File: src/rtl/scene_seq_pkg.sv
// Shared definitions for the scene sequencer: script entry layout, FSM states,
// channel-write prefixes and the idle control byte.
package scene_seq_pkg;

  localparam int unsigned ENTRY_W  = 16;
  localparam int unsigned KIND_BIT = 15;
  localparam int unsigned DUR_LSB  = 8;
  localparam int unsigned DUR_W    = 7;
  localparam int unsigned PAY_LSB  = 0;
  localparam int unsigned PAY_W    = 8;
  localparam int unsigned CTRL_W   = 8;

  localparam logic [2:0]        PFX_R      = 3'b100;
  localparam logic [2:0]        PFX_G      = 3'b010;
  localparam logic [2:0]        PFX_B      = 3'b001;
  localparam logic [CTRL_W-1:0] CTRL_RESET = 8'h00;
  // Scene bytes never select the colour-write bits [7:6]
  localparam logic [CTRL_W-1:0] SCENE_MASK = 8'h3F;

  typedef enum logic [2:0] {
    ST_IDLE,
    ST_FETCH,
    ST_LOAD,
    ST_SCENE,
    ST_PROG_R,
    ST_PROG_G,
    ST_PROG_B
  } state_e;

  typedef struct packed {
    logic             kind;
    logic [DUR_W-1:0] duration;
    logic [PAY_W-1:0] payload;
  } entry_t;

  function automatic logic [CTRL_W-1:0] chan_byte(input logic [2:0] pfx, input logic [1:0] ch);
    return {pfx, 3'b000, ch};
  endfunction

endpackage

File: src/rtl/scene_sequencer_if.sv
// Control/status bundle between the top level and the scene sequencer.
interface scene_sequencer_if #(
  parameter int unsigned IDX_W = 4
);
  logic             vsync;
  logic             enable;
  logic             pause;
  logic             skip;
  logic             manual_en;
  logic [7:0]       manual_control;
  logic [7:0]       vga_control;
  logic [IDX_W-1:0] scene_idx;
  logic             busy;

  modport master (
    output vsync, enable, pause, skip, manual_en, manual_control,
    input  vga_control, scene_idx, busy
  );

  modport slave (
    input  vsync, enable, pause, skip, manual_en, manual_control,
    output vga_control, scene_idx, busy
  );
endinterface

File: src/rtl/scene_script_rom.sv
// Registered script ROM: one 16-bit entry per index, read latency one cycle.
module scene_script_rom
  import scene_seq_pkg::*;
#(
  parameter int unsigned IDX_W = 4
) (
  input  logic             clk,
  input  logic [IDX_W-1:0] addr_i,
  output entry_t           data_o
);

  entry_t data_q;

  // {kind, duration, payload}; duration is ignored by colour-program entries
  always_ff @(posedge clk) begin
    case (32'(addr_i))
      32'd0:   data_q <= entry_t'(16'h0301);
      32'd1:   data_q <= entry_t'(16'h8036);
      32'd2:   data_q <= entry_t'(16'h0005);
      32'd3:   data_q <= entry_t'(16'h020A);
      32'd4:   data_q <= entry_t'(16'h801B);
      32'd5:   data_q <= entry_t'(16'h0112);
      32'd6:   data_q <= entry_t'(16'h02C7);
      32'd7:   data_q <= entry_t'(16'hFF2D);
      32'd8:   data_q <= entry_t'(16'h0120);
      32'd9:   data_q <= entry_t'(16'h023F);
      32'd10:  data_q <= entry_t'(16'h8000);
      32'd11:  data_q <= entry_t'(16'h0115);
      32'd12:  data_q <= entry_t'(16'h032A);
      32'd13:  data_q <= entry_t'(16'h803F);
      32'd14:  data_q <= entry_t'(16'h0108);
      32'd15:  data_q <= entry_t'(16'h020C);
      default: data_q <= entry_t'(16'h0100);
    endcase
  end

  assign data_o = data_q;

endmodule

File: src/rtl/scene_sequencer.sv
// Frame-synchronous script player driving the pixel block's control byte.
// Define SCENE_SEQ_MANUAL_EN to build the manual control-byte override.
module scene_sequencer
  import scene_seq_pkg::*;
#(
  parameter int unsigned NUM_ENTRIES = 16,
  parameter int unsigned IDX_W       = 4
) (
  input logic              clk,
  input logic              rst,
  scene_sequencer_if.slave seq_if
);

  localparam logic [IDX_W-1:0] LAST_IDX = IDX_W'(NUM_ENTRIES - 1);

  state_e              state_q;
  logic [IDX_W-1:0]    idx_q;
  logic [DUR_W-1:0]    cnt_q;
  logic [PAY_W-1:0]    pay_q;
  logic [CTRL_W-1:0]   fsm_ctrl_q;
  logic                busy_q;
  logic                vsync_q;
  logic                tick_q;
  entry_t              rom_data;
  logic [IDX_W-1:0]    idx_next_c;
  logic                frame_c;

  scene_script_rom #(.IDX_W(IDX_W)) u_rom (
    .clk    (clk),
    .addr_i (idx_q),
    .data_o (rom_data)
  );

  // vsync_q resets high so a vsync already asserted at reset is not a frame
  always_ff @(posedge clk) begin
    if (rst) begin
      vsync_q <= 1'b1;
      tick_q  <= 1'b0;
    end else begin
      vsync_q <= seq_if.vsync;
      tick_q  <= seq_if.vsync & ~vsync_q;
    end
  end

  assign idx_next_c = (idx_q == LAST_IDX) ? '0 : idx_q + IDX_W'(1);
  assign frame_c    = tick_q & ~seq_if.pause;

  always_ff @(posedge clk) begin
    if (rst) begin
      state_q    <= ST_IDLE;
      idx_q      <= '0;
      cnt_q      <= '0;
      pay_q      <= '0;
      fsm_ctrl_q <= CTRL_RESET;
      busy_q     <= 1'b0;
    end else if (!seq_if.enable) begin
      state_q    <= ST_IDLE;
      fsm_ctrl_q <= CTRL_RESET;
      busy_q     <= 1'b0;
    end else begin
      busy_q <= 1'b1;
      case (state_q)
        ST_IDLE:  state_q <= ST_FETCH;
        ST_FETCH: state_q <= ST_LOAD;
        ST_LOAD: begin
          pay_q   <= rom_data.payload;
          cnt_q   <= rom_data.duration;
          state_q <= rom_data.kind ? ST_PROG_R : ST_SCENE;
        end
        ST_SCENE: begin
          fsm_ctrl_q <= pay_q & SCENE_MASK;
          // A zero count never reaches 1, so duration 0 holds until skip
          if (seq_if.skip || (frame_c && cnt_q == DUR_W'(1))) begin
            idx_q   <= idx_next_c;
            state_q <= ST_FETCH;
          end else if (frame_c && cnt_q != '0) begin
            cnt_q <= cnt_q - DUR_W'(1);
          end
        end
        ST_PROG_R: begin
          fsm_ctrl_q <= chan_byte(PFX_R, pay_q[5:4]);
          state_q    <= ST_PROG_G;
        end
        ST_PROG_G: begin
          fsm_ctrl_q <= chan_byte(PFX_G, pay_q[3:2]);
          state_q    <= ST_PROG_B;
        end
        ST_PROG_B: begin
          fsm_ctrl_q <= chan_byte(PFX_B, pay_q[1:0]);
          idx_q      <= idx_next_c;
          state_q    <= ST_FETCH;
        end
        default: state_q <= ST_IDLE;
      endcase
    end
  end

`ifdef SCENE_SEQ_MANUAL_EN
  logic              man_en_q;
  logic [CTRL_W-1:0] man_ctrl_q;

  always_ff @(posedge clk) begin
    if (rst) begin
      man_en_q   <= 1'b0;
      man_ctrl_q <= CTRL_RESET;
    end else begin
      man_en_q   <= seq_if.manual_en;
      man_ctrl_q <= seq_if.manual_control;
    end
  end

  assign seq_if.vga_control = man_en_q ? man_ctrl_q : fsm_ctrl_q;
`else
  logic unused_manual;
  assign unused_manual      = ^{seq_if.manual_en, seq_if.manual_control};
  assign seq_if.vga_control = fsm_ctrl_q;
`endif

  assign seq_if.scene_idx = idx_q;
  assign seq_if.busy      = busy_q;

endmodule

File: src/flat_wrapper.sv
// flat-port wrapper written by rule: the top's interface ports become plain ports
module scene_sequencer_flat import scene_seq_pkg::*;
#(
  parameter int unsigned NUM_ENTRIES = 16,
  parameter int unsigned IDX_W       = 4
)
  (clk, rst, seq_if_vsync, seq_if_enable, seq_if_pause, seq_if_skip, seq_if_manual_en, seq_if_manual_control, seq_if_vga_control, seq_if_scene_idx, seq_if_busy);
  scene_sequencer_if #(.IDX_W(IDX_W)) seq_if_i ();
  input logic clk;
  input logic rst;
  input wire logic [$bits(seq_if_i.vsync)-1:0] seq_if_vsync;
  input wire logic [$bits(seq_if_i.enable)-1:0] seq_if_enable;
  input wire logic [$bits(seq_if_i.pause)-1:0] seq_if_pause;
  input wire logic [$bits(seq_if_i.skip)-1:0] seq_if_skip;
  input wire logic [$bits(seq_if_i.manual_en)-1:0] seq_if_manual_en;
  input wire logic [$bits(seq_if_i.manual_control)-1:0] seq_if_manual_control;
  output wire logic [$bits(seq_if_i.vga_control)-1:0] seq_if_vga_control;
  output wire logic [$bits(seq_if_i.scene_idx)-1:0] seq_if_scene_idx;
  output wire logic [$bits(seq_if_i.busy)-1:0] seq_if_busy;
  assign seq_if_i.vsync = seq_if_vsync;
  assign seq_if_i.enable = seq_if_enable;
  assign seq_if_i.pause = seq_if_pause;
  assign seq_if_i.skip = seq_if_skip;
  assign seq_if_i.manual_en = seq_if_manual_en;
  assign seq_if_i.manual_control = seq_if_manual_control;
  assign seq_if_vga_control = seq_if_i.vga_control;
  assign seq_if_scene_idx = seq_if_i.scene_idx;
  assign seq_if_busy = seq_if_i.busy;
  scene_sequencer #(.NUM_ENTRIES(NUM_ENTRIES), .IDX_W(IDX_W)) u_core (.clk(clk), .rst(rst), .seq_if(seq_if_i));
endmodule
File: config.mk
export PLATFORM = sky130hd
export DESIGN_NAME = scene_sequencer_flat
export DESIGN_NICKNAME = d
export VERILOG_FILES = /design/src/rtl/scene_seq_pkg.sv /design/src/rtl/scene_sequencer_if.sv /design/src/rtl/scene_script_rom.sv /design/src/rtl/scene_sequencer.sv /design/src/flat_wrapper.sv
export SDC_FILE = /design/constraint.sdc
export NUM_CORES = 1
export LEC_CHECK = 0
export ABC_AREA = 0
export BUFFER_PORTS_ARGS = -buffer_cell sky130_fd_sc_hd__buf_2
export CAP_MARGIN = 0
export CELL_PAD_IN_SITES_DETAIL_PLACEMENT = 2
export CELL_PAD_IN_SITES_GLOBAL_PLACEMENT = 2
export CORE_MARGIN = 2
export CORE_UTILIZATION = 36
export CTS_CLUSTER_SIZE = 16
export DETAILED_ROUTE_END_ITERATION = 10
export PLACE_DENSITY_LB_ADDON = 0.1
export SETUP_SLACK_MARGIN = 0.02
export SLEW_MARGIN = 20
export SYNTH_ARGS = -nofsm -noshare
export SYNTH_HDL_FRONTEND = slang
export SYNTH_SLANG_ARGS = --single-unit
File: constraint.sdc
create_clock -name clk -period 2.7 [get_ports clk]
set_input_delay 0.135 -clock clk [delete_from_list [all_inputs] [get_ports clk]]
set_output_delay 0.135 -clock clk [all_outputs]
set_load 0.02 [all_outputs]
[After elaboration in Yosys (flattened, before gate mapping)]
Memory sizes are Yosys's and may differ from the RTL's. A register that Yosys moved wholly into a read port is not among the register bits.
Cells that the tools add are included.
Storage, ports and cells
  register bits after elaboration: 31
  memory bits (read-only): 256
  input bits: 15
  word-level logic and storage cells: 51
  memories: 1
Memories
  (no name shown): depth 16, width 16, read ports 1, clocked after Yosys merged registers in 1, wr ports 0, line scene_script_rom.sv:16  | case (32'(addr_i))
Operators by class
  add/subtract/negate cells: 2
  equality and inequality tests: 11
  muxes and demuxes: 11
  bitwise operators: 5
  reductions and logical operators: 13
Operator list (number)
  8-bit one-hot mux with 4 select lines: 1
  3-bit one-hot mux with 6 select lines: 1
  7-bit 2-to-1 mux: 2
  7-bit one-hot mux with 2 select lines: 1
  3-bit equality test, second input constant: 3
  4-bit 2-to-1 mux: 2
  4-bit one-hot mux with 2 select lines: 1
  7-bit by 1-bit equality test with 1-bit output, second input constant: 1
  7-bit nonzero test: 1
  7-bit by 1-bit subtractor with 7-bit output, second input constant: 1
  3-bit by 2-bit equality test with 1-bit output, second input constant: 2
  3-bit 2-to-1 mux: 2
  4-bit by 1-bit adder with 4-bit output, second input constant: 1
  4-bit equality test, second input constant: 1
  2-bit by 1-bit inequality test with 1-bit output, second input constant: 2
  4-bit AND reduction: 1
  2-bit nonzero test: 2
  4-bit nonzero test: 1
  2-bit OR reduction: 2
  3-bit by 1-bit equality test with 1-bit output, second input constant: 1
  3-bit logical NOT: 1
  1-bit inverter: 3
  3-bit AND reduction: 1
  1-bit AND: 2
  5 further kinds: 6

[Logic depth before layout (Yosys ltp)]
Gate-level depths: netlist (run 1).
  depth after elaboration: 6
  gate-level depth with buffers: 7
  mapped depth without buffers: 6

[Modules after synthesis]
From an unflattened synthesis (run 1), not the netlist that was laid out.
Second synthesis, totals
  cells, all modules: 254
  area total of the unflattened synthesis: 2222.1 sq um
Modules (own cells, without submodules)
  scene_sequencer: instances 1, cells an instance 195, area an instance 1639.1 sq um
  scene_script_rom: instances 1, cells an instance 59, area an instance 583.1 sq um

[Worst setup path after synthesis (run 1)]
OpenSTA, ideal clock, no wires.
  path type: register -> register
  start point: register u_core.idx_q[0] (netlist: u_core.seq_if.scene_idx[0])
  end point: register, netlist name u_core.u_rom.data_o[2]
  library setup time: 0.131 ns
  arrival time: 1.595 ns
  required time: 2.569 ns
  path slack: 0.974 ns
  stages on the path, launching flop included: 7
  buffers on the path: 1
  cell sequence: dfxtp_1 > clkbuf_1 > inv_1 > ha_1 > nor2b_1 > a211oi_1 > a21oi_1
RTL lines
  start, declared: line scene_sequencer.sv:17  | logic [IDX_W-1:0] idx_q;
  start signal, assigned: line scene_sequencer.sv:74  | idx_q <= idx_next_c;
  start signal, assigned: line scene_sequencer.sv:90  | idx_q <= idx_next_c;

[Final worst setup path (run 1)]
  start point: register u_core.state_q[2]
  end point: register u_core.idx_q[2] (netlist: u_core.seq_if.scene_idx[2])
Between the ends
  word-level cells in the longest chain between the ends: 3
  elaborated cells on any way between the ends: 6
RTL lines
  start, declared: line scene_sequencer.sv:16  | state_e state_q;
  start signal, assigned: line scene_sequencer.sv:68  | state_q <= rom_data.kind ? ST_PROG_R : ST_SCENE;
  3-bit by 2-bit equality test with 1-bit output / 3-bit equality test (equally long branches): line scene_sequencer.sv:62  | case (state_q)
  2-bit by 1-bit inequality test with 1-bit output (no line) / 2-bit nonzero test (equally long branches)
  3-bit AND reduction (no line)
Several ways; a longest one is shown, not always the timed one.
A chain may end at the register's enable or synchronous reset.

==> results.cfg, run 1 <==
[sta]
fin_setup_tns_ns = 0
fin_crit_ns = 1.929
whs_ns = 0.02510
grt_setup_unrepaired = no
finalHoldViolations = 0
period_share_pct = 71.43
fmax_mhz = 518.5
setup_viol_count_final = 0
skew_ns = 0.005406
tightest_slew_ns = 0.7921
max_slew_margin_pct = 47.12
maxSlewViolCount = 0

[yosys]
ys_seq_area_share_pct = 40.27
avgSynthCellArea_sq_um = 8.353
async_reset_ff_share_pct = 0
yosysUniqueCellTypes = 44
synth-edff-count = 0
synth_nets = 268
ys_ff_latch = 41
syn_inst = 244
ys_warn_count = 0
ys.flop_type = dfxtp_1
synth_area_sq_mm = 0.002038

[setup_path]
path_class = register to register
required_ns = 2.89
reg2reg_slack_ns = 0.77
start_kind = register
path_max_fanout = 19
endpoint_kind = register
critPathArrivalTime_ns = 2.12

[cells_and_area]
final_common_cell = dfxtp_1
num_antenna_cells = 0
fill_cells = 658
area_growth_pct = 12.03
layout-drive-gt1-share_pct = 14.73
nNetsFinal = 281
most-common-layout-cells = dfxtp_1 (41), nor2_1 (28), a21oi_1 (26)
seq_area_sq_um = 820.8
multi_input_area_sq_mm = 0.001107

[power_and_ir_drop]
power_density_mw_per_mm2 = 514.1
p_leak_uw = 0.0008683
peakVddDrop_mv = 0.2520

[global_routing]
grt_pass1_vias = 1810
grt_pass1_wl_microns = 9177
antenna_found_initial = 0
overflow = 0
grt_max_degree = 26
gr-usage-all-layers_pct = 19.04

[detailed_routing]
drtIter0Drc = 46
highest_layer = met4
wl_met1_microns = 2624
dr.pass1.iters = 4
num_vias = 1760
wl_per_cell_microns = 16.47
viasPerCell = 5.333
wl_met3_microns = 112
drc = 0
ant_nets = 0
drt_wl_total_microns = 5436
dr_wl_met2_microns = 2629

[clock_tree]
clock_path_buffers = 2
cts_tree = yes
cts.sinks = 41
h-tree-depth = 2
post_cts_buffers = 0
cts-root-buf = clkbuf_8
hold_buffers = 0
clkLatencyLatePin_ns = 0.30
path_clk_slew_ns = 0.08
cts_resized = 0
cts_buffers = 5

[flow_run]
maxCapViolCount = 0

[die]
row_count = 27
start_util_pct = 37.24
die_area_sq_mm = 0.006280
die_h_microns = 79.25
pin_count = 28
die_x_microns = 79.25
core_sq_mm = 0.005473

[placement]
gp_congestion = 0.7380
hpwl_microns = 3862
portBuffers = 18

[hold_path]
hold_class = input pin to register

[outcome]
status = finished, final reports clean
==> through the flow <==
step           instances  utilization, %  power, uW  worst slack, ns  instance area (sq um)
2_1_floorplan        244               -      662.7           0.9739                   2038
3_3_place_gp         322           39.62      679.3           0.7810                   2168
4_1_cts              330           41.72       1194           0.7508                   2283
6_report             330           41.72       1174           0.7714                   2283
5_1_grt              330           41.72       1232           0.5923                   2283
3_5_place_dp         322           39.62      682.1           0.7776                   2168
==> cells by family after synthesis <==
family / synth area share, %
muxes: 6.630
adders and majority gates: 5.525
DFF: 40.27
xor gates and xnor gates: 0.4298
buffers and inverters: 5.402
and+or+nand+nor: 23.02
AOI/OAI and AO/OA: 18.72
==> cells in the mapped netlist (2+ instances only) <==
cell type,count,area (sq um)
a21o_1,2,15.01
and2_1,2,12.51
nor4_1,3,18.77
nor2b_1,5,31.28
a21oi_1,26,130.1
inv_1,8,30.03
nand3_1,4,20.02
o22ai_1,3,18.77
nand2_1,21,78.83
ha_1,9,112.6
nor3b_1,3,22.52
clkbuf_1,11,41.29
nor2_1,28,105.1
a31oi_1,7,43.79
dfxtp_1,41,820.8
nor3_1,5,25.02
o21ai_0,23,115.1
buf_6,2,22.52
mux2i_1,12,120.1
o211ai_1,2,15.01
nand2b_1,4,25.02
==> registers in the layout (all words and copies together) (netlist names) <==
register                   cells
u_core.seq_if.busy             1
u_core.vsync_q                 1
u_core.cnt_q                   7
u_core.pay_q                   6
u_core.seq_if.vga_control      8
u_core.seq_if.scene_idx        4
u_core.tick_q                  1
u_core.u_rom.data_o           10
u_core.state_q                 3
==> layer usage <==
| layer | up-vias | track usage (%) |
|---|---|---|
| li1 | 886 | - |
| met5 | - | 0 |
| met2 | 16 | 32.20 |
| met3 | 5 | 4.091 |
| met4 | 0 | 6.207 |
| met1 | 853 | 24.07 |
==> power by group <==
group / internal (uW) / switching (uW)
logic: 18.4 / 33.1
registers: 610 / 5.33
clock network: 277 / 231
==> path summary, 6_finish.rpt <==
check / from / end / cells after the start
setup / recovery: u_core.state_q[2] / u_core.seq_if.scene_idx[2] / 5
hold / removal: seq_if_vsync / u_core.vsync_q / 2
setup reg to reg: u_core.state_q[2] / u_core.seq_if.scene_idx[2] / 5
hold reg to reg: u_core.vsync_q / u_core.tick_q / 1
==> critical path, stage by stage, from the launching register on <==
cell	delay, ns
dfxtp_1	0.72
nand4bb_1	0.22
a31o_2	0.13
and4_1	0.34
nand2_1	0.12
mux2_4	0.30
==> final cells by class <==
type / instances / area share (%)
tap: 72 / 3.945
clock buffer: 5 / 3.014
sequential: 41 / 35.95
inverter: 8 / 1.315
clock inverter: 3 / 2.027
timing repair buffer: 22 / 5.260
multi-input combinational: 179 / 48.49
(Power assumes the default switching activity.)
==> run 2: changes to the inputs <==
Settings changed: CORE_UTILIZATION 36 to 30.
Clock period 2.7 ns to 1.7 ns, I/O delays scaled along.
==> run 2 against run 1 <==
Net effect: first-iteration DRC count fell by 24%; setup slack got worse by 0.66 ns; non-clock buffer count rose by 23.
==> results.cfg, run 2 (synthesis results as in run 1) <==
[global_routing]
grt_pass1_vias = 1868
use_met1_pct = 21.82
busiest_layer = met2
met2_usage_pct = 25.17
antenna_found_initial = 0
gr-usage-all-layers_pct = 15.74
globalRouteMet3Util_pct = 3.429
grt_pass1_wl_microns = 9294
grt_max_degree = 21
overflow = 0

[cells_and_area]
nNetsFinal = 304
largest_reg_flops = 10
final_util_pct = 36.89
final_common_cell = dfxtp_1
most-common-layout-cells = dfxtp_1 (37), nor2_1 (28), a21oi_1 (26), buf_4 (26)
num_antenna_cells = 0
area_growth_pct = 20.93
layout-drive-gt1-share_pct = 23.57

[sta]
maxSlewViolCount = 0
fin_setup_tns_ns = 0
setup_viol_count_final = 0
grt_setup_unrepaired = no
finalHoldViolations = 0
period_share_pct = 93.30
tightest_slew_ns = 0.4992
fin_crit_ns = 1.586
fmax_mhz = 630.5
skew_ns = 0.007532
max_slew_margin_pct = 66.68

[setup_path]
critPathArrivalTime_ns = 1.80
r2r-start = u_core.cnt_q[0]
required_ns = 1.92
endpoint_kind = register
start_kind = register
path_max_fanout = 6
path_class = register to register
r2r_cells = 6
reg2reg_slack_ns = 0.11
r2r_end = u_core.cnt_q[0]

[clock_tree]
clkLatencyLatePin_ns = 0.29
path_clk_slew_ns = 0.08
cts_tree = yes
cts_buffers = 5
clock_path_buffers = 2
cts-root-buf = clkbuf_8
cts.sinks = 41
h-tree-depth = 2

[placement]
portBuffers = 18
hpwl_microns = 4093
gp_congestion = 0.7823

[detailed_routing]
drc = 0
ant_nets = 0
drtIter0Drc = 35
wl_per_cell_microns = 15.30
viasPerCell = 5.036
num_vias = 1813
dr.pass1.iters = 4
drt_wl_total_microns = 5507

[hold_path]
holdPathStages = 3
hp-start = rst
min_to = u_core.seq_if.scene_idx[3]
hold_class = input pin to register

[outcome]
status = finished, final reports clean

[power_and_ir_drop]
power_density_mw_per_mm2 = 695.9
peakVddDrop_mv = 0.2506
p_leak_uw = 0.0009817
power.total_uw = 1715

[die]
core_sq_mm = 0.006681
die_area_sq_mm = 0.007469
start_util_pct = 30.51
die_h_microns = 86.43
die_x_microns = 86.43
pin_count = 28
row_count = 30

[flow_run]
maxCapViolCount = 0
[run 2: changes by cell type in the layout (fill, tap and decap cells not counted), sizes merged]
cell	delta
buf	+22
bufinv	-1
clkbuf	+2
clkinv	-1
clkinvlp	-1
dlygate4sd3	+1
[run 2: timing repair]
item,CTS,global route
hold buffers,1,0
pin swaps,1,4
endpoints found under the setup margin,1,8
setup buffers,0,1
gates resized for setup,1,9
endpoints found under the hold margin,1,0
[run 2: how the worst max path moves through the flow]
stage,startpoint,end,slack (ns),cells past startpoint
floorplan,u_core.seq_if.scene_idx[0],u_core.u_rom.data_o[2],0.08,6
global placement,u_core.cnt_q[2],u_core.seq_if.scene_idx[2],0.07,5
detailed placement,u_core.cnt_q[0],u_core.cnt_q[0],0.03,6
CTS,u_core.cnt_q[2],u_core.seq_if.scene_idx[2],0.05,5
global route,u_core.cnt_q[2],u_core.cnt_q[5],0.0006,7
finish,u_core.cnt_q[0],u_core.cnt_q[0],0.11,6
[run 2: routing by layer]
layer	share of wire, %	wire, microns	vias up
li1	-	-	923
met1	51	2792	868
met2	46	2539	18
met3	2.3	129	4
met4	0.82	45	0
met5	0	0	-
[run 2: critical path, stage by stage, from the launching register on]
cell      delay [ns]
dfxtp_2         0.38
inv_1           0.07
ha_1            0.19
o211ai_1        0.25
a21oi_2         0.14
or3_1           0.33
a31oi_1         0.15
[run 2: power by group]
group,leakage [uW],internal (uW),total (uW),switching [uW]
sequential,0.000333,969,976,7.29
combinational,0.000604,37.0,93.3,56.3
clock,0.0000443,322,646,324
total,0.000982,1330,1720,387
[run 2: through the flow]
| step | hold slack (ns) | instance area, sq um | cells | worst slack, ns |
|---|---|---|---|---|
| 2_1_floorplan | 0.1888 | 2039 | 244 | 0.07824 |
| 3_3_place_gp | 0.2851 | 2337 | 351 | 0.07191 |
| 3_5_place_dp | 0.2829 | 2337 | 351 | 0.02884 |
| 4_1_cts | 0.1521 | 2435 | 359 | 0.05142 |
| 5_1_grt | 0.1650 | 2465 | 360 | 0.0006055 |
| 6_report | 0.1506 | 2465 | 360 | 0.1139 |
[run 2: final cells by class]
class                   instances  area [sq um]
multi-input cells             179          1127
flip-flops and latches         41         825.8
fillers                       795          4217
clock buffers                   7         86.33
inverters                       8         30.03
repair buffers                 45         295.3
well taps                      80         100.1
==> run 3: changes to the inputs <==
Settings changed: CELL_PAD_IN_SITES_DETAIL_PLACEMENT 2 to 0, CELL_PAD_IN_SITES_GLOBAL_PLACEMENT 2 to 1, CORE_UTILIZATION 30 to 38.
==> run 3 against run 2 <==
Net effect: non-clock buffer count fell by 8; register-to-register slack about the same; cell count decreased by 5.3%; setup slack lost 0.0075 ns; via count is 3.1% lower; global-route usage is 0.57 points higher; clock skew shrank 0.0026 ns.
==> results.cfg, run 3 (synthesis results as in run 1) <==
[clock_tree]
clock_path_buffers = 2
cts_buffers = 5
cts.sinks = 41
clkLatencyLatePin_ns = 0.29
h-tree-depth = 2
cts_tree = yes
cts-root-buf = clkbuf_8
path_clk_slew_ns = 0.07

[setup_path]
required_ns = 1.88
r2r-start = u_core.cnt_q[2]
path_class = register to register
max_stage_delay_ns = 0.33
crit_chain = nor4b_2 > a31o_2 > and4_2 > nand2_1 > mux2_4
endpoint_kind = register
r2r_cells = 5
reg2reg_slack_ns = 0.11
start_kind = register
r2r_end = u_core.seq_if.scene_idx[2]
path_max_fanout = 4
critPathArrivalTime_ns = 1.77
slowest_stage = dfxtp_1

[cells_and_area]
seq_area_sq_um = 823.3
layout-drive-gt1-share_pct = 20.66
final_common_cell = dfxtp_1
area_growth_pct = 16.33
largest_reg_flops = 10
num_antenna_cells = 0
finalNonFillerCells = 341
multi_input_area_sq_mm = 0.001121
nNetsFinal = 296
fill_cells = 544
most-common-layout-cells = dfxtp_1 (39), nor2_1 (28), a21oi_1 (26)

[placement]
dpl.cell_count = 334
hpwl_microns = 3212
portBuffers = 18
pre_cts_ws_ns = 0.01332
gp_congestion = 0.7897

[sta]
maxSlewViolCount = 0
tightest_slew_ns = 0.4937
fmax_mhz = 627.5
finalWorstSetupSlack_ns = 0.1064
grt_setup_unrepaired = yes
fin_crit_ns = 1.594
period_share_pct = 93.74
finalHoldViolations = 0
setup_viol_count_final = 0
skew_ns = 0.004906
max_slew_margin_pct = 67.04

[power_and_ir_drop]
power.total_uw = 1655
share_comb_of_total_power_pct = 5.3
sequentialPowerShare_pct = 58.9
power_density_mw_per_mm2 = 698.1
pwr-share-clk_pct = 35.8
p_sw_uw = 381.0
switching_share_pct = 23.02
intPower_uw = 1274
p_leak_uw = 0.0009334
peakVddDrop_mv = 0.4753

[detailed_routing]
dr.pass1.iters = 4
ant_nets = 0
wl_per_cell_microns = 13.20
drc = 0
num_vias = 1756
viasPerCell = 5.150
drtIter0Drc = 56
drt_wl_total_microns = 4502

[hold_path]
hp-start = rst
holdPathStages = 3
min_to = u_core.seq_if.scene_idx[3]
hold_class = input pin to register

[outcome]
status = finished, final reports clean

[die]
core_sq_mm = 0.005140
start_util_pct = 39.65
die_area_sq_mm = 0.005965
die_x_microns = 77.24
row_count = 26
die_h_microns = 77.24
pin_count = 28

[global_routing]
overflow = 0
grt_max_degree = 26
antenna_found_initial = 0
gr-usage-all-layers_pct = 16.31
grt_pass1_wl_microns = 7907
grt_pass1_vias = 1646

[flow_run]
maxCapViolCount = 0
[run 3: timing repair]
action                                  4_1_cts  5_1_grt
setup buffers                                 0        0
pin swaps                                     0        3
hold buffers                                  1        0
endpoints found under the setup margin        2        7
resized for setup                             1        4
hold endpoints to repair                      1        0
[run 3: how the worst max path moves through the flow]
stage,cells after the start,end,start,slack (ns)
after floorplan,6,u_core.u_rom.data_o[2],u_core.seq_if.scene_idx[0],0.08
after global placement,5,u_core.seq_if.scene_idx[2],u_core.cnt_q[3],0.06
after detailed placement,5,u_core.seq_if.scene_idx[2],u_core.cnt_q[3],0.01
after CTS,5,u_core.seq_if.scene_idx[2],u_core.cnt_q[3],0.07
after global routing,5,u_core.cnt_q[0],u_core.state_q[2],-0.002
final,5,u_core.seq_if.scene_idx[2],u_core.cnt_q[2],0.11
[run 3: worst max-delay path, delay by kind of cell (launching register included)]
family	cells	cell delay, ns
AND/OR/NAND/NOR	3	0.66
AO/OA/AOI/OAI	1	0.21
multiplexers	1	0.30
flip-flops	1	0.33
[run 3: cell type report]
type / instances / area share, %
Clock inverter: 1 / 0.2111
Inverter: 8 / 1.266
Tap cell: 70 / 3.694
Multi-Input combinational cell: 179 / 47.28
Clock buffer: 5 / 2.902
Sequential cell: 41 / 34.72
Timing Repair Buffer: 37 / 9.921
[run 3: metal layers]
layer  GRT usage, %  wire, microns  vias up
li1               -              -      911
met1          22.38           2301      816
met2          24.78           2007       23
met3          4.471            153        6
met4          5.179             40        0
met5              0              0        -
[run 3: per-stage QoR]
stage / TNS (ns) / utilization [%] / hold WS, ns / instance area, sq um
2_1_floorplan: 0 / - / 0.1888 / 2039
3_3_place_gp: 0 / 44.21 / 0.2892 / 2272
3_5_place_dp: 0 / 44.21 / 0.3000 / 2272
4_1_cts: 0 / 45.96 / 0.1689 / 2362
5_1_grt: -0.001986 / 46.13 / 0.2068 / 2371
6_report: 0 / 46.13 / 0.1747 / 2371
[run 3: power groups by stage]
stage	clock network (uW)	logic (uW)	registers [uW]
finish	593	88.2	974
global route	662	99.4	975
global placement	0	86.9	997
CTS	620	88.9	974
floorplan	0	53.7	999
detailed placement	0	86.6	997
